[config.mk]
export PLATFORM = sky130hd
export DESIGN_NAME = muldiv_unit
export DESIGN_NICKNAME = d
export VERILOG_FILES = /design/src/rtl/muldiv_unit.sv
export SDC_FILE = /design/constraint.sdc
export NUM_CORES = 1
export LEC_CHECK = 0
export CORE_MARGIN = 2
export CORE_UTILIZATION = 45
export DETAILED_ROUTE_END_ITERATION = 12
export PLACE_DENSITY = 0.68
export SYNTH_ARGS = -nofsm -noshare
export SYNTH_HDL_FRONTEND = slang
export SYNTH_SLANG_ARGS = --single-unit
export TNS_END_PERCENT = 20
[constraint.sdc]
create_clock -name clock -period 3.17 [get_ports clock]
set_input_delay 0.634 -clock clock [delete_from_list [all_inputs] [get_ports clock]]
set_output_delay 0.634 -clock clock [all_outputs]
set_load 0.02 [all_outputs]
[src/rtl/muldiv_unit.sv]
// muldiv_unit: iterative MIPS32 HI/LO multiply/divide unit with MTHI/MTLO writes.
module muldiv_unit #(
  parameter int data_width = 32
) (
  input  logic                  clock,
  input  logic                  reset,
  input  logic                  start,
  input  logic [1:0]            op,
  input  logic [data_width-1:0] a,
  input  logic [data_width-1:0] b,
  input  logic                  hi_we,
  input  logic                  lo_we,
  input  logic [data_width-1:0] wdata,
  output logic                  busy,
  output logic                  done,
  output logic [data_width-1:0] hi,
  output logic [data_width-1:0] lo
);
  localparam int W  = data_width;
  localparam int CW = $clog2(W);
  typedef enum logic [1:0] {IDLE, CALC, FINISH} state_t;
  state_t          state_q;
  logic [CW-1:0]   cnt_q;
  logic [2*W-1:0]  acc_q, acc_d;
  logic [W-1:0]    mc_q, a_q, hi_q, lo_q;
  logic            div_q, neg_q, rneg_q, dbz_q, done_q;
  logic            sgn;
  logic [W-1:0]    a_mag, b_mag, quo, rem;
  logic [W:0]      sum, diff;
  logic [2*W-1:0]  prod;
  // acc_q doubles as {partial product, multiplier} or {remainder, dividend/quotient}
  always_comb begin
    sgn   = ~op[0];
    a_mag = (sgn & a[W-1]) ? -a : a;
    b_mag = (sgn & b[W-1]) ? -b : b;
    sum   = {1'b0, acc_q[2*W-1:W]} + (acc_q[0] ? {1'b0, mc_q} : '0);
    diff  = {acc_q[2*W-1:W], acc_q[W-1]} - {1'b0, mc_q};
    acc_d = div_q ? {(diff[W] ? {acc_q[2*W-2:W], acc_q[W-1]} : diff[W-1:0]), acc_q[W-2:0], ~diff[W]}
                  : {sum, acc_q[W-1:1]};
    prod  = neg_q ? -acc_q : acc_q;
    quo   = neg_q ? -acc_q[W-1:0] : acc_q[W-1:0];
    rem   = rneg_q ? -acc_q[2*W-1:W] : acc_q[2*W-1:W];
  end
  always_ff @(posedge clock) begin
    if (reset) begin
      state_q <= IDLE;
      cnt_q   <= '0;
      acc_q   <= '0;
      mc_q    <= '0;
      a_q     <= '0;
      hi_q    <= '0;
      lo_q    <= '0;
      div_q   <= 1'b0;
      neg_q   <= 1'b0;
      rneg_q  <= 1'b0;
      dbz_q   <= 1'b0;
      done_q  <= 1'b0;
    end else begin
      done_q <= 1'b0;
      case (state_q)
        IDLE: begin
          if (hi_we) hi_q <= wdata;
          if (lo_we) lo_q <= wdata;
          if (start) begin
            state_q <= CALC;
            cnt_q   <= '0;
            div_q   <= op[1];
            a_q     <= a;
            neg_q   <= sgn & (a[W-1] ^ b[W-1]);
            rneg_q  <= sgn & a[W-1];
            dbz_q   <= (b == '0);
            mc_q    <= op[1] ? b_mag : a_mag;
            acc_q   <= {{W{1'b0}}, (op[1] ? a_mag : b_mag)};
          end
        end
        CALC: begin
          acc_q <= acc_d;
          cnt_q <= cnt_q + 1'b1;
          if (cnt_q == CW'(W - 1)) state_q <= FINISH;
        end
        FINISH: begin
          state_q <= IDLE;
          done_q  <= 1'b1;
          if (!div_q) {hi_q, lo_q} <= prod;
          else if (dbz_q) {hi_q, lo_q} <= {a_q, {W{1'b1}}};
          else {hi_q, lo_q} <= {rem, quo};
        end
        default: state_q <= IDLE;
      endcase
    end
  end
  assign busy = (state_q != IDLE);
  assign done = done_q;
  assign hi   = hi_q;
  assign lo   = lo_q;
endmodule

== Word level (Yosys, flattened, before mapping) ==
Cells that the tools add are included.
Operators by class
  eq/ne operators: 7
  multiplexer cells: 26
  bitwise operators: 6
  reductions and logical operators: 10
  add/subtract/negate cells: 8
Operators by type and width (number)
  2-to-1 mux 32 bit: 14
  2-to-1 mux 64 bit: 3
  negation 32 bit: 4
  case mux 32 bit (2 select lines): 2
  case mux 64 bit (2 select lines): 1
  negation 64 bit: 1
  adder 32 x 32 -> 33 bit: 1
  subtractor 33 x 32 -> 33 bit: 1
  logical NOT 32 bit: 1
  case mux 5 bit (2 select lines): 1
  AND reduction 2 bit: 5
  inequality test 2 bit (second input constant): 4
  nonzero test 2 bit: 3
  adder 5 x 1 -> 5 bit (second input constant): 1
  == test 5 bit (second input constant): 1
  2-to-1 mux 5 bit: 1
  2-to-1 mux 2 bit: 2
  case mux 2 bit (2 select lines): 1
  AND 1 bit: 3
  == test 2 x 1 -> 1 bit (second input constant): 1
  == test 2 bit (second input constant): 1
  logical NOT 2 bit: 1
  inverter 1 bit: 2
  2-to-1 mux 1 bit: 1
  XOR 1 bit: 1
Storage, ports and cells
  bits in registers: 204
  output and inout bits: 66

== Logic depth before layout (Yosys ltp) ==
Gate-level depths: netlist of run 1.
  word-level depth: 6
  depth in mapped cells: 14

== Worst setup path before layout of run 1 ==
No wires, ideal clock.
  path kind: register to register
  start: register acc_q[31]
  end: register acc_q[55]
  arrival time: 2.966 ns
  data required time: 3.037 ns
  stages on the path, launching flop included: 15
  slack: 0.071 ns
  path through: dfxtp_1 inv_1 ha_1 fa_1 nor2b_1 o31a_1 o21ai_1 a211oi_1 o2111a_1 or3_1 clkbuf_1 nand2_1 buf_2 a222oi_1 o31ai_1
Between the ends
  longest elaborated chain between the ends: 4
Ends and longest elaborated chain
  from (decl): RTL line 24  | logic [2*W-1:0] acc_q, acc_d;
  from (signal assigned): RTL line 73  | acc_q <= {{W{1'b0}}, (op[1] ? a_mag : b_mag)};
  subtractor 33 x 32 -> 33 bit: RTL line 37  | diff = {acc_q[2*W-1:W], acc_q[W-1]} - {1'b0, mc_q};
  2-to-1 mux 32 bit: RTL line 38  | acc_d = div_q ? {(diff[W] ? {acc_q[2*W-2:W], acc_q[W-1]} : diff[W-1:0]), acc_q[W-2:0], ~diff[W]}
  2-to-1 mux 64 bit: RTL line 38
  case mux 64 bit (2 select lines): RTL line 60  | case (state_q)
No other way between the ends.
A chain may end at the register's enable or synchronous reset.

== Worst setup path in the final report of run 1 ==
  start: register mc_q[1]
  end: register acc_q[63]
Between the ends
  longest elaborated chain between the ends: 4
Ends and longest elaborated chain
  from (decl): RTL line 25  | logic [W-1:0] mc_q, a_q, hi_q, lo_q;
  from (signal assigned): RTL line 72  | mc_q <= op[1] ? b_mag : a_mag;
  subtractor 33 x 32 -> 33 bit or 2-to-1 mux 32 bit (tied branches): RTL line 37, 36
  2-to-1 mux 32 bit or adder 32 x 32 -> 33 bit (tied branches): RTL line 38, 36
  2-to-1 mux 64 bit *: RTL line 38
  case mux 64 bit (2 select lines) *: RTL line 60
Mark *: on every way between the ends. The rest lies on a longest branch, timed or not.

==> results of run 1 <==
[final cells by class]
class                           instances  area share (%)
Multi-Input combinational cell       1838           54.09
Inverter                               76           1.304
Tap cell                              468           2.678
Clock buffer                           39           3.330
Clock inverter                          5          0.1888
Timing Repair Buffer                  503           19.69
Sequential cell                       204           18.72
[registers in the layout (all words and copies together) (netlist names), 2 cells and up]
| signal | flops |
|---|---|
| a_q | 32 |
| acc_q | 64 |
| cnt_q | 5 |
| hi | 32 |
| lo | 32 |
| mc_q | 32 |
| state_q | 2 |
[Yosys cell counts, types with 5 or more instances]
| cell | number |
|---|---|
| sky130_fd_sc_hd__o211ai_1 | 53 |
| sky130_fd_sc_hd__o31ai_1 | 40 |
| sky130_fd_sc_hd__xor2_1 | 85 |
| sky130_fd_sc_hd__or3_1 | 19 |
| sky130_fd_sc_hd__mux2i_1 | 59 |
| sky130_fd_sc_hd__nor2_1 | 239 |
| sky130_fd_sc_hd__nand2b_1 | 22 |
| sky130_fd_sc_hd__xnor2_1 | 97 |
| sky130_fd_sc_hd__a211o_1 | 5 |
| sky130_fd_sc_hd__o221ai_1 | 17 |
| sky130_fd_sc_hd__nor3_1 | 53 |
| sky130_fd_sc_hd__buf_2 | 10 |
| sky130_fd_sc_hd__dfxtp_1 | 204 |
| sky130_fd_sc_hd__or4_1 | 13 |
| sky130_fd_sc_hd__a311oi_1 | 11 |
| sky130_fd_sc_hd__clkbuf_1 | 142 |
| sky130_fd_sc_hd__a211oi_1 | 94 |
| sky130_fd_sc_hd__ha_1 | 70 |
| sky130_fd_sc_hd__nor2b_1 | 16 |
| sky130_fd_sc_hd__a31oi_1 | 19 |
| sky130_fd_sc_hd__a22oi_1 | 12 |
| sky130_fd_sc_hd__a21o_1 | 21 |
| sky130_fd_sc_hd__and2_1 | 10 |
| sky130_fd_sc_hd__a221o_1 | 6 |
| sky130_fd_sc_hd__o21a_1 | 11 |
| sky130_fd_sc_hd__and3_1 | 20 |
| sky130_fd_sc_hd__a21boi_0 | 5 |
| sky130_fd_sc_hd__nand3b_1 | 6 |
| sky130_fd_sc_hd__a22o_1 | 5 |
| sky130_fd_sc_hd__nand3_1 | 33 |
| sky130_fd_sc_hd__buf_1 | 25 |
| sky130_fd_sc_hd__o21ai_0 | 131 |
| sky130_fd_sc_hd__a21oi_1 | 232 |
| sky130_fd_sc_hd__a2111oi_0 | 10 |
| sky130_fd_sc_hd__or2_2 | 9 |
| sky130_fd_sc_hd__a221oi_1 | 15 |
| sky130_fd_sc_hd__inv_1 | 76 |
| sky130_fd_sc_hd__o41ai_1 | 10 |
| sky130_fd_sc_hd__nand2_1 | 274 |
| sky130_fd_sc_hd__nor4_1 | 19 |
| sky130_fd_sc_hd__nand4_1 | 14 |
| sky130_fd_sc_hd__o21bai_1 | 6 |
| sky130_fd_sc_hd__a222oi_1 | 5 |
[metrics by stage]
stage          utilization (%)  total power, mW  setup TNS, ps  worst slack, ps
2_1_floorplan                -            4.572              0            70.96
3_3_place_gp             57.06            5.898          -2863           -192.4
3_5_place_dp             57.06            5.933          -4303           -220.3
4_1_cts                  59.26            8.709        -0.9188          -0.9188
5_1_grt                  59.88            9.131         -196.2           -55.83
6_report                 59.88            8.834              0            6.317
[cell families after synthesis]
| kind of cell | Yosys count | share of synthesized area (%) |
|---|---|---|
| AO/OA/AOI/OAI | 749 | 29.33 |
| XOR/XNOR | 182 | 9.580 |
| AND/OR/NAND/NOR | 772 | 21.30 |
| multiplexers | 63 | 3.820 |
| adder cells (fa/ha/maj) | 72 | 5.505 |
| flip-flops | 204 | 24.55 |
| buffers and inverters | 255 | 5.918 |
[final timing paths]
path                start        end  slack (ps)  depth (start not counted)
setup reg to reg  mc_q[1]  acc_q[63]           6                         12
hold reg to reg     lo[2]      lo[2]         460                          2
setup / recovery  mc_q[1]  acc_q[63]           6                         12
hold / removal      lo[2]      lo[2]         460                          2
[what timing repair did]
action / 4_1_cts / 5_1_grt
setup buffers: 0 / 3
cloned: 0 / 0
endpoints found under the setup margin: 17 / 45
hold buffers: 0 / 0
gates resized for setup: 14 / 58
pin swaps: 1 / 17
[per-layer routing]
metal	track usage [%]	vias up	share of wire, %
met3	6.980	170	9.5
met5	0	-	0.034
met4	15.35	4	4.8
met2	54.32	954	43
met1	49.62	9184	43
li1	-	9041	-
[layout by cell type (no fill, tap or decap), types with 49 or more instances in the layout]
cell	instances
sky130_fd_sc_hd__ha_1	68
sky130_fd_sc_hd__a21oi_1	230
sky130_fd_sc_hd__dfxtp_1	198
sky130_fd_sc_hd__nand2_1	272
sky130_fd_sc_hd__nor2_1	236
sky130_fd_sc_hd__mux2i_1	59
sky130_fd_sc_hd__nor3_1	49
sky130_fd_sc_hd__xnor2_1	97
sky130_fd_sc_hd__buf_4	326
sky130_fd_sc_hd__inv_1	71
sky130_fd_sc_hd__clkdlybuf4s50_1	166
sky130_fd_sc_hd__o21ai_0	123
sky130_fd_sc_hd__xor2_1	83
sky130_fd_sc_hd__a211oi_1	90
sky130_fd_sc_hd__o211ai_1	53
[power by group through the flow]
stage / Combinational [mW] / Clock [mW] / Sequential (mW)
5_1_grt: 3.33 / 2.87 / 2.93
6_report: 3.12 / 2.80 / 2.91
2_1_floorplan: 1.61 / 0 / 2.96
3_3_place_gp: 2.95 / 0 / 2.95
4_1_cts: 3.01 / 2.80 / 2.90
3_5_place_dp: 2.97 / 0 / 2.96
[worst register-to-register path: stages, from the launching register on]
cell and delay (ps):
sky130_fd_sc_hd__dfxtp_1 400, sky130_fd_sc_hd__inv_1 70, sky130_fd_sc_hd__ha_1 280, sky130_fd_sc_hd__nor2b_1 170, sky130_fd_sc_hd__o211ai_1 140, sky130_fd_sc_hd__a21oi_2 190
sky130_fd_sc_hd__o2111ai_1 200, sky130_fd_sc_hd__a211o_1 380, sky130_fd_sc_hd__a31oi_2 300, sky130_fd_sc_hd__buf_4 170, sky130_fd_sc_hd__nor4b_1 40, sky130_fd_sc_hd__a2111oi_1 520
sky130_fd_sc_hd__a2111oi_1 160
==> run summary, run 1 <==
Floorplanning
• 36520 um2 — core footprint
• 196.3 um — width of the die
• 70 — placement row count
• 38530 um2 — die outline area
• 169 — I/O pin total
• 196.3 um — Die Ht
• 45.56% — Initial Util

Setup path
• sky130_fd_sc_hd__a2111oi_1 — critical path's slowest cell
• flip-flop — startpoint type of the worst setup path
• 2 — number of buffers and inverters on the critical path
• inv_1 -> ha_1 -> nor2b_1 -> o211ai_1 -> a21oi_2 -> o2111ai_1 -> a211o_1 -> a31oi_2 -> buf_4 -> nor4b_1 -> a2111oi_1 -> a2111oi_1 — cell breakdown of the critical path
• flip-flop to flip-flop — kind of critical path
• flip-flop — crit end category
• 520 ps — critical path's largest stage delay
• 4 — highest net fanout along the worst path
• sky130_fd_sc_hd__a2111oi_1 — Top cell by count, worst path
• compound AO/OA/AOI/OAI gates — cell family contributing the most delay on the critical path
• 3580 ps — critical path data required time
• 3580 ps — endpoint arrival time on the critical path

Finish
• 17.22% — share of cells above drive strength 1
• 0 — Diodes inserted
• 3133 — fin cells
• 11830 um2 — multi-input combinational cell area
• 4094 um2 — sequential standard cell area
• 3459 — count of filler cells inserted in the layout
• 2823 — number of nets in the layout
• 31.44% — P&R area growth vs syn
• 21870 um2 — final standard cell area without fillers

Clocking
• 70 ps — clock-pin slew of the registers on the worst-case setup and hold paths
• 1 — Max H-tree Level
• 204 — CTS sink count
• 3 — deepest clock path buffer count
• sky130_fd_sc_hd__clkbuf_16 — root buffer selected by CTS
• 25 — number of buffers created by CTS
• built — CTS tree
• 570 ps — Worst-Skew Late Latency

Yosys
• 7.244 um2 — mean instance size in the synthesized netlist
• sky130_fd_sc_hd__dfxtp_1 — prevailing post-synth register cell
• 204 — FF+latch count, synth
• sky130_fd_sc_hd__dfxtp_1 — library cell occupying the most area in the post-synthesis netlist
• 0% — Synth async-reset ratio
• 2472 — post-synth net total
• 0 — number of flops mapped to enable cells by yosys
• 82 — post-synthesis cell type count
• 24.55% — fraction of the yosys area taken by sequential cells
• sky130_fd_sc_hd__dfxtp_1 25%, sky130_fd_sc_hd__a21oi_1 7.0%, sky130_fd_sc_hd__nand2_1 6.2% — biggest area contributors in the synthesized netlist
• 2297 — number of standard cells after synthesis
• 0 — yosys warns
• 24.55% — area share of the leading cell type in the synthesized netlist
• 16640 um2 — area of the mapped netlist

Detailed routing
• 0 — remaining number of nets flagged by the antenna check after routing
• 19350 — DR vias
• 6 — number of optimization iterations in the first detailed-route pass
• 6.177 — vias per std cell
• 0 — post-route DRC violation count
• 71440 um — aggregate routed wire length
• 2191 — starting DRC count in detailed routing
• 22.80 um — Routed wire per std cell

Hold path
• flip-flop to flip-flop — worst hold path class

Pwr
• 35.3% — portion of total power attributed to combinational logic
• 404.0 nW/um2 — pwr/cell area
• 5.635 mW — internal power component
• 31.7% — part of the total power dissipated in the clock network
• 36.21% — switching power as a share of total power
• 8.728 nW — Pleak
• 312.0 uV — worst-case vdd ir drop
• 33.0% — Sequential Power Share
• 3.199 mW — power spent charging and discharging nets

Placement
• 20840 um2 — cell area after placement
• 168 — number of I/O port buffers
• 3086 — Cells after DPL
• 0.9599 — final estimated routing congestion in global placement
• 56310 um — final HPWL from detailed placement

Global route
• 18180 — vias in the first global route
• 132 — largest net degree at the start of global routing
• 0 — grt ovf
• 107300 um — wire length of the first global-routing pass
• 3 — initial antenna violation count
• 35.90% — aggregate global-route resource usage

STA
• 0 — # setup viols final
• 932.1 ps — slew at the pin with the worst max-slew slack
• 0.3161 GHz — Highest Clock Rate
• 0 — max-slew violation count
• 0 — Hold Fails Final Rpt
• yes — unrepaired setup endpoints after global routing
• 37.86% — relative max-transition margin
• 456.3 ps — hold slack
• 99.80% — post-route fraction of the period consumed by the critical path
• 3164 ps — time the worst path needs with I/O delays and setup
• 23.79 ps — worst clock skew

Status
• finished clean — result of the run

Job
• 0 — Max-Cap Viols

Note: power is estimated with default switching activity, not from simulation.
==> inputs of run 2 (changes only) <==
- CTS_CLUSTER_DIAMETER: default -> 50
- PLACE_DENSITY: 0.68 -> default
- PLACE_DENSITY_LB_ADDON: default -> 0.2
==> run 2 against run 1 <==
Against the previous run: clock power grew 33%; routed wire length grew 4.5%; maximum frequency up 0.18%; final area rose by 4.2%; flip-flop and latch count unchanged; critical path depth grew 4; clock skew increased by 8.8 ps; cell count rose by 1.8%; highest routed layer is now met4; register-to-register slack is essentially flat; clock-buffer cell count rose by 1; via count grew 3.0%.
==> run summary, run 2 (synthesis results as in run 1) <==
Floorplanning
• 196.3 um — width of the die, unchanged
• 70 — placement row count, unchanged
• 36520 um2 — core footprint, unchanged
• 196.3 um — Die Ht, unchanged
• 38530 um2 — die outline area, unchanged
• 45.56% — Initial Util, unchanged
• 169 — I/O pin total, unchanged

Global route
• 75 — largest net degree at the start of global routing, -43%
• 37.45% — aggregate global-route resource usage, +1.6 points
• 0 — grt ovf, unchanged
• 0 — initial antenna violation count, -3
• 111100 um — wire length of the first global-routing pass, +3.6%
• 18200 — vias in the first global route, +0.13%

Finish
• 64 — max reg flops, unchanged
• 0 — Diodes inserted, unchanged
• 361 x sky130_fd_sc_hd__buf_4, 272 x sky130_fd_sc_hd__nand2_1, 232 x sky130_fd_sc_hd__nor2_1 — commonest cells after routing, fill and taps aside
• sky130_fd_sc_hd__buf_4 — commonest non-fill, non-tap cell in the layout
• acc_q — top register by number of flip-flops
• 20.21% — share of cells above drive strength 1, +3.0 points
• 2872 — number of nets in the layout, +1.7%
• 37.00% — P&R area growth vs syn

Setup path
• flip-flop — startpoint type of the worst setup path
• flip-flop to flip-flop — kind of critical path
• 3570 ps — endpoint arrival time on the critical path, about the same
• 3590 ps — critical path data required time, about the same
• flip-flop — crit end category
• 4 — highest net fanout along the worst path, unchanged

Detailed routing
• 6 — number of optimization iterations in the first detailed-route pass, unchanged
• 74660 um — aggregate routed wire length, +4.5%
• 19930 — DR vias, +3.0%
• 0 — remaining number of nets flagged by the antenna check after routing, unchanged
• 23.41 um — Routed wire per std cell, +2.6%
• 6.247 — vias per std cell, +1.1%
• 0 — post-route DRC violation count, unchanged
• 2610 — starting DRC count in detailed routing, +19%

STA
• 32.57 ps — worst clock skew, +8.782 ps
• 1007 ps — slew at the pin with the worst max-slew slack, +74.96 ps
• 3158 ps — time the worst path needs with I/O delays and setup, -5.747 ps
• 0 — Hold Fails Final Rpt, unchanged
• 0 ps — Final TNS setup, unchanged
• 0 — # setup viols final, unchanged
• 12.06 ps — post-route setup slack, +5.747 ps
• 99.62% — post-route fraction of the period consumed by the critical path, -0.18 points
• 32.86% — relative max-transition margin, -5.0 points
• 0 — max-slew violation count, unchanged
• 0.3167 GHz — Highest Clock Rate, +0.18%
• yes — unrepaired setup endpoints after global routing

Clocking
• 3 — deepest clock path buffer count, unchanged
• sky130_fd_sc_hd__clkbuf_16 — root buffer selected by CTS
• 550 ps — Worst-Skew Late Latency, -20 ps
• 204 — CTS sink count, unchanged
• 0 — Hold-fix buffers, CTS, unchanged
• 60 ps — clock-pin slew of the registers on the worst-case setup and hold paths, about the same
• 34 — number of buffers created by CTS, +36%
• 2 — Max H-tree Level, +1
• built — CTS tree

Pwr
• 9.145 nW — Pleak, +4.8%
• 411.3 uV — worst-case vdd ir drop, +32%
• 435.7 nW/um2 — pwr/cell area, +7.9%

Hold path
• input port to flip-flop — worst hold path class

Status
• finished clean — result of the run

Placement
• -398.6 ps — Setup Slack @ Placement, -178.3 ps
• 1.006 — final estimated routing congestion in global placement, +4.8%
• 58190 um — final HPWL from detailed placement, +3.3%
• 168 — number of I/O port buffers, unchanged

Job
• 0 — Max-Cap Viols, unchanged

run 2: changes by cell type in the layout (fill, tap and decap cells not counted), sizes merged:
cell,change
clkbuf,+3
bufinv,+1
buf,+38
inv,+9
clkinv,+6
run 2: path summary, 6_finish.rpt:
| path | slack (ps) | cells after the start | from | to |
|---|---|---|---|---|
| min | 450 | 2 | reset | mc_q[1] |
| max | 10 | 16 | acc_q[0] | acc_q[55] |
| max reg2reg | 10 | 16 | acc_q[0] | acc_q[55] |
| min reg2reg | 450 | 2 | mc_q[12] | mc_q[12] |
run 2: cell type report:
class	count	area, um2
fillers	3252	13730
multi-input cells	1838	12050
repair buffers	543	4661
flip-flops and latches	204	4103
clock buffers	40	904.6
well taps	468	585.6
inverters	76	287.8
clock inverters	21	206.4
run 2: metrics by stage:
step | util (%) | hold slack, ps | instance area (um2) | power, mW | std cells
3_3_place_gp | 57.58 | 441.0 | 21030 | 5.947 | 3113
3_5_place_dp | 57.58 | 446.5 | 21030 | 5.980 | 3113
2_1_floorplan | - | 428.2 | 16640 | 4.572 | 2297
5_1_grt | 62.41 | 461.8 | 22790 | 10.25 | 3190
6_report | 62.41 | 452.1 | 22790 | 9.933 | 3190
4_1_cts | 60.91 | 430.8 | 22250 | 9.685 | 3174
run 2: where the power goes:
group          internal [mW]  switching (mW)  total, mW  leakage (nW)
Sequential              2.74           0.180       2.92          1.68
Clock                   2.19            1.53       3.72         0.544
Combinational           1.42            1.87       3.29          6.92
run 2: repair_timing:
| action | CTS | global route |
|---|---|---|
| pin swaps | 2 | 34 |
| cloned | 0 | 2 |
| resized for setup | 32 | 88 |
| setup buffers | 0 | 14 |
| endpoints found under the setup margin | 33 | 49 |
run 2: per-layer routing:
metal | up-vias | part of all wire (%) | track usage (%)
li1 | 9146 | - | -
met1 | 9394 | 43 | 53.37
met2 | 1214 | 41 | 54.69
met3 | 173 | 11 | 6.980
met4 | 0 | 4.4 | 16.50
met5 | - | 0 | 0
run 2: worst max-delay path, stage by stage (launching register included):
cell,delay (ps)
sky130_fd_sc_hd__dfxtp_4,350
sky130_fd_sc_hd__buf_6,110
sky130_fd_sc_hd__and2_4,150
sky130_fd_sc_hd__ha_4,160
sky130_fd_sc_hd__inv_2,60
sky130_fd_sc_hd__fa_2,240
sky130_fd_sc_hd__nor2b_4,50
sky130_fd_sc_hd__o31a_1,320
sky130_fd_sc_hd__o31ai_1,300
sky130_fd_sc_hd__buf_4,190
sky130_fd_sc_hd__a31oi_4,100
sky130_fd_sc_hd__a31oi_1,190
sky130_fd_sc_hd__buf_4,190
sky130_fd_sc_hd__o21bai_4,70
sky130_fd_sc_hd__xor2_1,140
sky130_fd_sc_hd__a222oi_1,280
sky130_fd_sc_hd__o31ai_1,120
==> inputs of run 3 (changes only) <==
- CTS_CLUSTER_SIZE: default -> 12
- HOLD_SLACK_MARGIN: default -> 0.05
==> run 3 against run 2 <==
Against the previous run: die area unchanged; global-route usage is 0.10 points lower; clock skew down 6.6 ps; sequential share of layout area decreased by 0.065 points; critical path type unchanged.
==> run summary, run 3 (synthesis results as in run 1) <==
Clocking
• 60 ps — clock-pin slew of the registers on the worst-case setup and hold paths, about the same
• 3 — deepest clock path buffer count, unchanged
• built — CTS tree
• 0 — Hold-fix buffers, CTS, unchanged
• sky130_fd_sc_hd__clkbuf_16 — root buffer selected by CTS
• 34 — number of buffers created by CTS, unchanged
• 2 — Max H-tree Level, unchanged
• 540 ps — Worst-Skew Late Latency, about the same
• 204 — CTS sink count, unchanged

Global route
• 110700 um — wire length of the first global-routing pass, -0.37%
• 37.35% — aggregate global-route resource usage, -0.10 points
• 18170 — vias in the first global route, -0.16%
• 1 — initial antenna violation count, +1
• 0 — grt ovf, unchanged
• 75 — largest net degree at the start of global routing, unchanged

Job
• 0 — Max-Cap Viols, unchanged

Placement
• -398.6 ps — Setup Slack @ Placement, unchanged
• 168 — number of I/O port buffers, unchanged
• 58190 um — final HPWL from detailed placement, unchanged
• 1.006 — final estimated routing congestion in global placement, unchanged

STA
• 0 — Hold Fails Final Rpt, unchanged
• 30.26% — relative max-transition margin, -2.6 points
• 1046 ps — slew at the pin with the worst max-slew slack, +38.99 ps
• 0 — max-slew violation count, unchanged
• 3137 ps — time the worst path needs with I/O delays and setup, -20.57 ps
• 32.63 ps — post-route setup slack, +20.57 ps
• 0 — # setup viols final, unchanged
• yes — unrepaired setup endpoints after global routing
• 452.1 ps — hold slack, +0.02900 ps
• 0 ps — Final TNS setup, unchanged
• 98.97% — post-route fraction of the period consumed by the critical path, -0.65 points
• 0.3187 GHz — Highest Clock Rate, +0.66%
• 25.95 ps — worst clock skew, -6.621 ps

Floorplanning
• 38530 um2 — die outline area, unchanged
• 70 — placement row count, unchanged
• 36520 um2 — core footprint, unchanged
• 196.3 um — Die Ht, unchanged
• 169 — I/O pin total, unchanged
• 196.3 um — width of the die, unchanged
• 45.56% — Initial Util, unchanged

Setup path
• buf_6 -> and2_4 -> ha_4 -> inv_2 -> fa_2 -> nor2b_4 -> o31a_1 -> o31ai_1 -> buf_4 -> a31oi_4 -> a31oi_1 -> buf_4 -> o21bai_4 -> xor2_1 -> a222oi_1 -> o31ai_1 — cell breakdown of the critical path
• 3580 ps — critical path data required time, about the same
• flip-flop — startpoint type of the worst setup path
• 350 ps — critical path's largest stage delay, about the same
• flip-flop — crit end category
• compound AO/OA/AOI/OAI gates — cell family contributing the most delay on the critical path
• acc_q[55] — Critical R2R Capture
• flip-flop to flip-flop — kind of critical path
• acc_q[0] — reg-to-reg critical path startpoint
• 4 — highest net fanout along the worst path, unchanged
• 30 ps — FF-to-FF setup slack, +20 ps
• sky130_fd_sc_hd__dfxtp_4 — critical path's slowest cell
• 16 — r2r worst-path depth, unchanged
• 3550 ps — endpoint arrival time on the critical path, -20 ps
• 4 — number of buffers and inverters on the critical path, unchanged

Hold path
• 2 — worst hold stages, unchanged
• lo[3] — worst hold endpoint
• flip-flop to flip-flop — worst hold path class
• lo[3] — beginning of the worst hold path

Detailed routing
• 0 — post-route DRC violation count, unchanged
• 30900 um — met2 wire len, -0.14%
• 74530 um — aggregate routed wire length, -0.18%
• 2419 — starting DRC count in detailed routing, -7.3%
• met5 — highest routed layer
• 0 — remaining number of nets flagged by the antenna check after routing, unchanged
• 31660 um — post-route met1 wirelength, -0.72%
• 6.225 — vias per std cell, -0.34%
• 23.36 um — Routed wire per std cell, -0.18%
• 19860 — DR vias, -0.34%
• 6 — number of optimization iterations in the first detailed-route pass, unchanged
• 8626 um — sum of met3 wire segment lengths after detailed routing, +1.1%

Finish
• 62.58% — Util after Layout, +0.17 points
• 0 — Diodes inserted, unchanged
• 363 x sky130_fd_sc_hd__buf_4, 272 x sky130_fd_sc_hd__nand2_1, 232 x sky130_fd_sc_hd__nor2_1 — commonest cells after routing, fill and taps aside
• acc_q — top register by number of flip-flops
• 2874 — number of nets in the layout, +0.070%
• 37.37% — P&R area growth vs syn
• 20.35% — share of cells above drive strength 1, +0.15 points
• sky130_fd_sc_hd__buf_4 — commonest non-fill, non-tap cell in the layout
• 64 — max reg flops, unchanged

Status
• finished clean — result of the run

Pwr
• 412.1 uV — worst-case vdd ir drop, +0.20%
• 9.174 nW — Pleak, +0.32%
• 440.5 nW/um2 — pwr/cell area, +1.1%
• 10.07 mW — overall power consumption, +1.4%

run 3: report_power, final:
| group | total, mW | internal (mW) | switching, mW |
|---|---|---|---|
| logic | 3.29 | 1.42 | 1.87 |
| clock network | 3.86 | 2.33 | 1.53 |
| registers | 2.92 | 2.74 | 0.180 |
run 3: worst max path at each step:
stage	start	to	slack, ps	cells after the start
global route	mc_q[4]	acc_q[61]	-70	12
finish	acc_q[0]	acc_q[55]	30	16
CTS	mc_q[4]	acc_q[63]	-20	12
floorplan	acc_q[31]	acc_q[55]	70	14
detailed placement	a[15]	acc_q[30]	-400	11
global placement	a[15]	acc_q[30]	-310	11
run 3: routing by layer:
layer | global-route usage [%] | vias to the layer above
met5 | 0 | -
met4 | 16.13 | 2
met3 | 7.169 | 173
met2 | 54.83 | 1193
met1 | 52.97 | 9333
li1 | - | 9158
run 3: per-stage QoR:
| stage | instances | instance area (um2) |
|---|---|---|
| floorplan | 2297 | 16640 |
| global placement | 3113 | 21030 |
| detailed placement | 3113 | 21030 |
| CTS | 3172 | 22280 |
| global route | 3190 | 22860 |
| finish | 3190 | 22860 |
run 3: repair_timing:
item	in CTS	in global routing
resized for setup	32	90
setup buffers	0	16
gates cloned	0	2
pin swaps	2	32
endpoints found under the setup margin	33	47
run 3: cell type report:
class                   instances  area [um2]
well taps                     468       585.6
inverters                      76       287.8
multi-input cells            1838       12060
clock inverters                22       264.0
flip-flops and latches        204        4099
repair buffers                545        4676
fillers                      3273       13670
clock buffers                  37       883.3
run 3: worst reg2reg max path: stages, from the launching register on:
cell                       delay (ps)
sky130_fd_sc_hd__dfxtp_4          350
sky130_fd_sc_hd__buf_6            110
sky130_fd_sc_hd__and2_4           150
sky130_fd_sc_hd__ha_4             160
sky130_fd_sc_hd__inv_2             60
sky130_fd_sc_hd__fa_2             240
sky130_fd_sc_hd__nor2b_4           50
sky130_fd_sc_hd__o31a_1           330
sky130_fd_sc_hd__o31ai_1          290
sky130_fd_sc_hd__buf_4            190
sky130_fd_sc_hd__a31oi_4          100
sky130_fd_sc_hd__a31oi_1          190
sky130_fd_sc_hd__buf_4            190
sky130_fd_sc_hd__o21bai_4          70
sky130_fd_sc_hd__xor2_1           140
sky130_fd_sc_hd__a222oi_1         270
sky130_fd_sc_hd__o31ai_1          110
